File: src/rtl/uart_alu_ctrl.sv
// Sequencer between the UART receiver, the ALU and the UART transmitter.
// Gathers operand A, operand B and opcode, launches the result, and aborts stalled frames.
module uart_alu_ctrl #(
  parameter int NB_DATA        = 8,
  parameter int NB_OP          = 6,
  parameter int TIMEOUT_CYCLES = 1000000,
  parameter int NB_TIMEOUT     = 24
) (
  input  logic               i_clk,
  input  logic               i_reset,
  input  logic [NB_DATA-1:0] i_rx_data,
  input  logic               i_rx_valid,
  input  logic [NB_DATA-1:0] i_alu_result,
  input  logic               i_tx_done,
  output logic [NB_DATA-1:0] o_alu_a,
  output logic [NB_DATA-1:0] o_alu_b,
  output logic [NB_OP-1:0]   o_alu_op,
  output logic [NB_DATA-1:0] o_tx_data,
  output logic               o_tx_start,
  output logic               o_busy,
  output logic               o_timeout,
  output logic               o_drop
);

  typedef enum logic [2:0] {
    WAIT_A,
    WAIT_B,
    WAIT_OP,
    EXEC,
    WAIT_TX
  } state_t;

  localparam bit WD_ENABLE = (TIMEOUT_CYCLES > 0);
  localparam logic [NB_TIMEOUT-1:0] WD_LIMIT =
    WD_ENABLE ? NB_TIMEOUT'(TIMEOUT_CYCLES - 1) : '0;

  state_t                 state_q;
  logic [NB_DATA-1:0]     aluA_q;
  logic [NB_DATA-1:0]     aluB_q;
  logic [NB_OP-1:0]       aluOp_q;
  logic [NB_DATA-1:0]     txData_q;
  logic                   txStart_q;
  logic                   busy_q;
  logic                   timeout_q;
  logic                   drop_q;
  logic [NB_TIMEOUT-1:0]  wdCnt_q;
  logic [NB_TIMEOUT-1:0]  wdCnt_d;
  logic                   wdExpire;

  // A byte arriving on the limit cycle wins over the watchdog.
  assign wdExpire = WD_ENABLE && !i_rx_valid && (wdCnt_q == WD_LIMIT);
  assign wdCnt_d  = wdCnt_q + NB_TIMEOUT'(1);

  always_ff @(posedge i_clk) begin
    if (i_reset) begin
      state_q   <= WAIT_A;
      aluA_q    <= '0;
      aluB_q    <= '0;
      aluOp_q   <= '0;
      txData_q  <= '0;
      txStart_q <= 1'b0;
      busy_q    <= 1'b0;
      timeout_q <= 1'b0;
      drop_q    <= 1'b0;
      wdCnt_q   <= '0;
    end else begin
      txStart_q <= 1'b0;
      timeout_q <= 1'b0;
      drop_q    <= 1'b0;
      case (state_q)
        WAIT_A: begin
          wdCnt_q <= '0;
          if (i_rx_valid) begin
            aluA_q  <= i_rx_data;
            state_q <= WAIT_B;
          end
        end
        WAIT_B: begin
          if (i_rx_valid) begin
            aluB_q  <= i_rx_data;
            wdCnt_q <= '0;
            state_q <= WAIT_OP;
          end else if (wdExpire) begin
            wdCnt_q   <= '0;
            timeout_q <= 1'b1;
            state_q   <= WAIT_A;
          end else if (WD_ENABLE) begin
            wdCnt_q <= wdCnt_d;
          end
        end
        WAIT_OP: begin
          if (i_rx_valid) begin
            aluOp_q <= i_rx_data[NB_OP-1:0];
            wdCnt_q <= '0;
            busy_q  <= 1'b1;
            state_q <= EXEC;
          end else if (wdExpire) begin
            wdCnt_q   <= '0;
            timeout_q <= 1'b1;
            state_q   <= WAIT_A;
          end else if (WD_ENABLE) begin
            wdCnt_q <= wdCnt_d;
          end
        end
        // The ALU has had one full cycle on the registered operands by now.
        EXEC: begin
          wdCnt_q   <= '0;
          txData_q  <= i_alu_result;
          txStart_q <= 1'b1;
          drop_q    <= i_rx_valid;
          state_q   <= WAIT_TX;
        end
        WAIT_TX: begin
          wdCnt_q <= '0;
          drop_q  <= i_rx_valid;
          if (i_tx_done) begin
            busy_q  <= 1'b0;
            state_q <= WAIT_A;
          end
        end
        default: begin
          wdCnt_q <= '0;
          busy_q  <= 1'b0;
          state_q <= WAIT_A;
        end
      endcase
    end
  end

  assign o_alu_a    = aluA_q;
  assign o_alu_b    = aluB_q;
  assign o_alu_op   = aluOp_q;
  assign o_tx_data  = txData_q;
  assign o_tx_start = txStart_q;
  assign o_busy     = busy_q;
  assign o_timeout  = timeout_q;
  assign o_drop     = drop_q;

endmodule

File: config.mk
export PLATFORM = sky130hd
export DESIGN_NAME = uart_alu_ctrl
export DESIGN_NICKNAME = d
export VERILOG_FILES = /design/src/rtl/uart_alu_ctrl.sv
export SDC_FILE = /design/constraint.sdc
export NUM_CORES = 1
export LEC_CHECK = 0
export CORE_ASPECT_RATIO = 1.1
export CORE_MARGIN = 2
export CORE_UTILIZATION = 45
export CTS_BUF_LIST = sky130_fd_sc_hd__clkbuf_8
export CTS_CLUSTER_DIAMETER = 60
export DETAILED_ROUTE_END_ITERATION = 8
export PLACE_DENSITY = 0.85
export SKIP_LAST_GASP = 1
export SYNTH_ARGS = -nofsm -noshare
export SYNTH_HDL_FRONTEND = slang
export SYNTH_SLANG_ARGS = --single-unit
File: constraint.sdc
create_clock -name i_clk -period 2 [get_ports i_clk]
set_clock_uncertainty 0.05 [all_clocks]
set_input_delay 0.4 -clock i_clk [delete_from_list [all_inputs] [get_ports i_clk]]
set_output_delay 0.4 -clock i_clk [all_outputs]
set_load 0.1 [all_outputs]
==> results.json <==
{
  "clock_latency_ns": 0.33,
  "num_vias": 2247,
  "gp_congestion": 0.843,
  "maxCapViolations": 0,
  "synth_edf_count": 0,
  "post-cts-setup-buffers": 0,
  "synthCells": 291,
  "die_w_um": 74.3,
  "cts.hold.buffers_added": 0,
  "fp-row-count": 28,
  "first_pass_iters": 4,
  "wl_per_cell_um": 12.5,
  "peakVddDrop_mv": 0.462,
  "dp_hpwl_mm": 3.97,
  "numCtsBuffers": 9,
  "cts_max_level": 3,
  "crit_chain": "nand4_4, or3_4, or4b_1, a21oi_1",
  "hold_class": "flip-flop to flip-flop",
  "cts_sinks": 61,
  "yosysMostFrequentCell": "dfxtp_1",
  "dp_slack_ns": 0.0698,
  "cp_slowest_cell": "or4b_1",
  "path_clk_slew_ns": 0.06,
  "tightest_slew_ns": 0.542,
  "ys_types": 35,
  "grt_usage_pct": 18.5,
  "grt_start_max_net_pins": 24,
  "path_max_fanout": 9,
  "cp-start-kind": "flip-flop",
  "drt_first_iter_violations": 89,
  "crit_path_end_kind": "flip-flop",
  "clock.fmax_mhz": 537,
  "multiInputGateArea_um2": 1170,
  "yosys.area.top_type_share_pct": 49.9,
  "setup_viol": 0,
  "max_stage_delay_ns": 0.51,
  "worst-endpoint-arrival_ns": 2.07,
  "seq_power_share_pct": 46.7,
  "outcome": "completed",
  "die_y_um": 81.3,
  "cts_tree": "done",
  "ys_seq_elements": 61,
  "ant_nets": 0,
  "cts_resized": 0,
  "portBuffers": 53,
  "fin_hold_ws_ns": 0.404,
  "synth.largest_area_cell": "dfxtp_1",
  "num_io_pins": 54,
  "drt_wl_total_mm": 5.48,
  "swShare_pct": 26.9,
  "area_delta_synth_final_pct": 32.9,
  "rsz0062_at_grt": "true",
  "ys_top_cells_by_area": "dfxtp_1 50%, nand2_1 8.9%, a21oi_1 7.2%",
  "cts_root_buf": "clkbuf_8",
  "netSwitchingPower_w": 0.000727,
  "synth_ff_type": "dfxtp_1",
  "grt_first_pass_wirelength_mm": 8.57,
  "drc": 0,
  "coreArea_um2": 5330,
  "gr-total-overflow": 0,
  "relSlewSlack_pct": 63.7,
  "clockBufferDepth": 2,
  "start_util_pct": 46.0,
  "regArea_um2": 1220,
  "power_frac_clock_pct": 39.8,
  "period_share_pct": 93.0,
  "seq_area_frac_synth_pct": 49.9,
  "yosysWarnings": 0,
  "dieArea_um2": 6050,
  "synthTopCellsByCount": "61 x dfxtp_1, 58 x nand2_1, 35 x a21oi_1",
  "intPower_w": 0.00198,
  "crit_buf_inv": 0,
  "antenna_found_initial": 0,
  "critical_path.top_delay_family": "simple AND/OR/NAND/NOR gates",
  "ys_async_sr_fraction_pct": 0,
  "powerDensity_nw_per_um2": 832,
  "fin_nets": 379,
  "cp.required_ns": 2.21,
  "pwr-share-comb_pct": 13.5,
  "synthesis.nets": 312,
  "power_w": 0.00271,
  "first_global_vias": 2008,
  "avgSynthCellArea_um2": 8.41,
  "n_antenna_cell": 0,
  "fin_ws_ns": 0.139,
  "drive_above_1_share_pct": 19.6,
  "drt-vias-per-instance": 5.14,
  "layout_min_cycle_time_ns": 1.86,
  "leakage_nw": 1.17,
  "path_class": "flip-flop to flip-flop",
  "syn-cell-area_um2": 2450,
  "finalHoldViolCount": 0,
  "fillers": 469,
  "drv_slew": 0
}
==> worst paths after layout <==
kind	start	to	slack (ns)	cells past startpoint
worst min-delay path	o_tx_data[0]	o_tx_data[0]	0.40	2
worst max-delay path	wdCnt_q[7]	wdCnt_q[17]	0.14	4
worst max register to register	wdCnt_q[7]	wdCnt_q[17]	0.14	4
worst min register to register	o_tx_data[0]	o_tx_data[0]	0.40	2
==> state kept, by name, indices dropped and copies added, names as in the netlist <==
register    cells
o_alu_a         8
o_alu_b         8
state_q         3
wdCnt_q        24
o_drop          1
o_busy          1
o_timeout       1
o_tx_data       8
o_alu_op        6
o_tx_start      1
==> metal layers <==
| layer | track usage (%) | vias to the layer above | routed length [um] |
|---|---|---|---|
| met5 | 0 | - | 0 |
| met4 | 7.14 | 0 | 39 |
| met3 | 5.83 | 6 | 326 |
| met2 | 32.7 | 76 | 2760 |
| met1 | 20.5 | 1035 | 2350 |
| li1 | - | 1130 | - |
==> cell families after synthesis <==
| logic type | synth area share (%) |
|---|---|
| AO/OA/AOI/OAI | 10.4 |
| multiplexers | 2.45 |
| XOR/XNOR | 5.37 |
| adder cells (fa/ha/maj) | 0.511 |
| flip-flops | 49.9 |
| AND/OR/NAND/NOR | 28.8 |
| buffers and inverters | 2.50 |
==> metrics by stage <==
step	setup TNS [ns]	cells	utilization [%]	cell area, um^2
floorplan	0	291	-	2450
global placement	0	422	57.2	3050
detailed placement	0	422	57.2	3050
CTS	0	437	60.9	3240
global route	-0.00166	437	61.1	3250
finish	0	437	61.1	3250
==> worst reg2reg max path: cells and delay by family (launching register included) <==
| family | cells | cell delay (ns) |
|---|---|---|
| AO/OA/AOI/OAI | 1 | 0.14 |
| flip-flops | 1 | 0.47 |
| AND/OR/NAND/NOR | 3 | 1.14 |
==> final cells by class <==
cell class              instances  share of cell area, %
inverters                       2                  0.231
well taps                      75                   2.88
clock buffers                  11                   4.65
flip-flops and latches         61                   37.5
repair buffers                 68                   17.2
multi-input cells             216                   36.1
clock inverters                 4                   1.46
==> power by group through the flow <==
stage	sequential, W	clock (W)	combinational [W]
after floorplan	0.00146	0	0.0000789
final	0.00126	0.00108	0.000365
after CTS	0.00126	0.00110	0.000367
after detailed placement	0.00129	0	0.000364
after global placement	0.00129	0	0.000361
after global routing	0.00127	0.00116	0.000386
==> placed cells by master (no fill, tap or decap), types with 2 or more instances in the layout <==
cell type | netlist | layout
nand2_1 | 58 | 58
nor2_1 | 33 | 33
dfxtp_1 | 61 | 61
or3_1 | 4 | 3
mux2i_1 | 6 | 6
nand2b_1 | 3 | 3
clkbuf_8 | 0 | 11
a21oi_1 | 35 | 35
o31ai_1 | 3 | 3
xor2_1 | 5 | 5
nor3_1 | 4 | 4
o21ai_0 | 9 | 9
nor2b_1 | 3 | 3
or4_1 | 3 | 2
or2_2 | 2 | 2
clkdlybuf4s50_1 | 0 | 19
nand3_1 | 9 | 9
nor4b_1 | 2 | 2
and4_1 | 3 | 3
xnor2_1 | 10 | 10
clkinv_2 | 0 | 2
and2_1 | 2 | 2
nand4_1 | 8 | 8
buf_4 | 0 | 49
inv_1 | 2 | 2
nor4_1 | 5 | 5
Power figures use the tool's default switching activity.
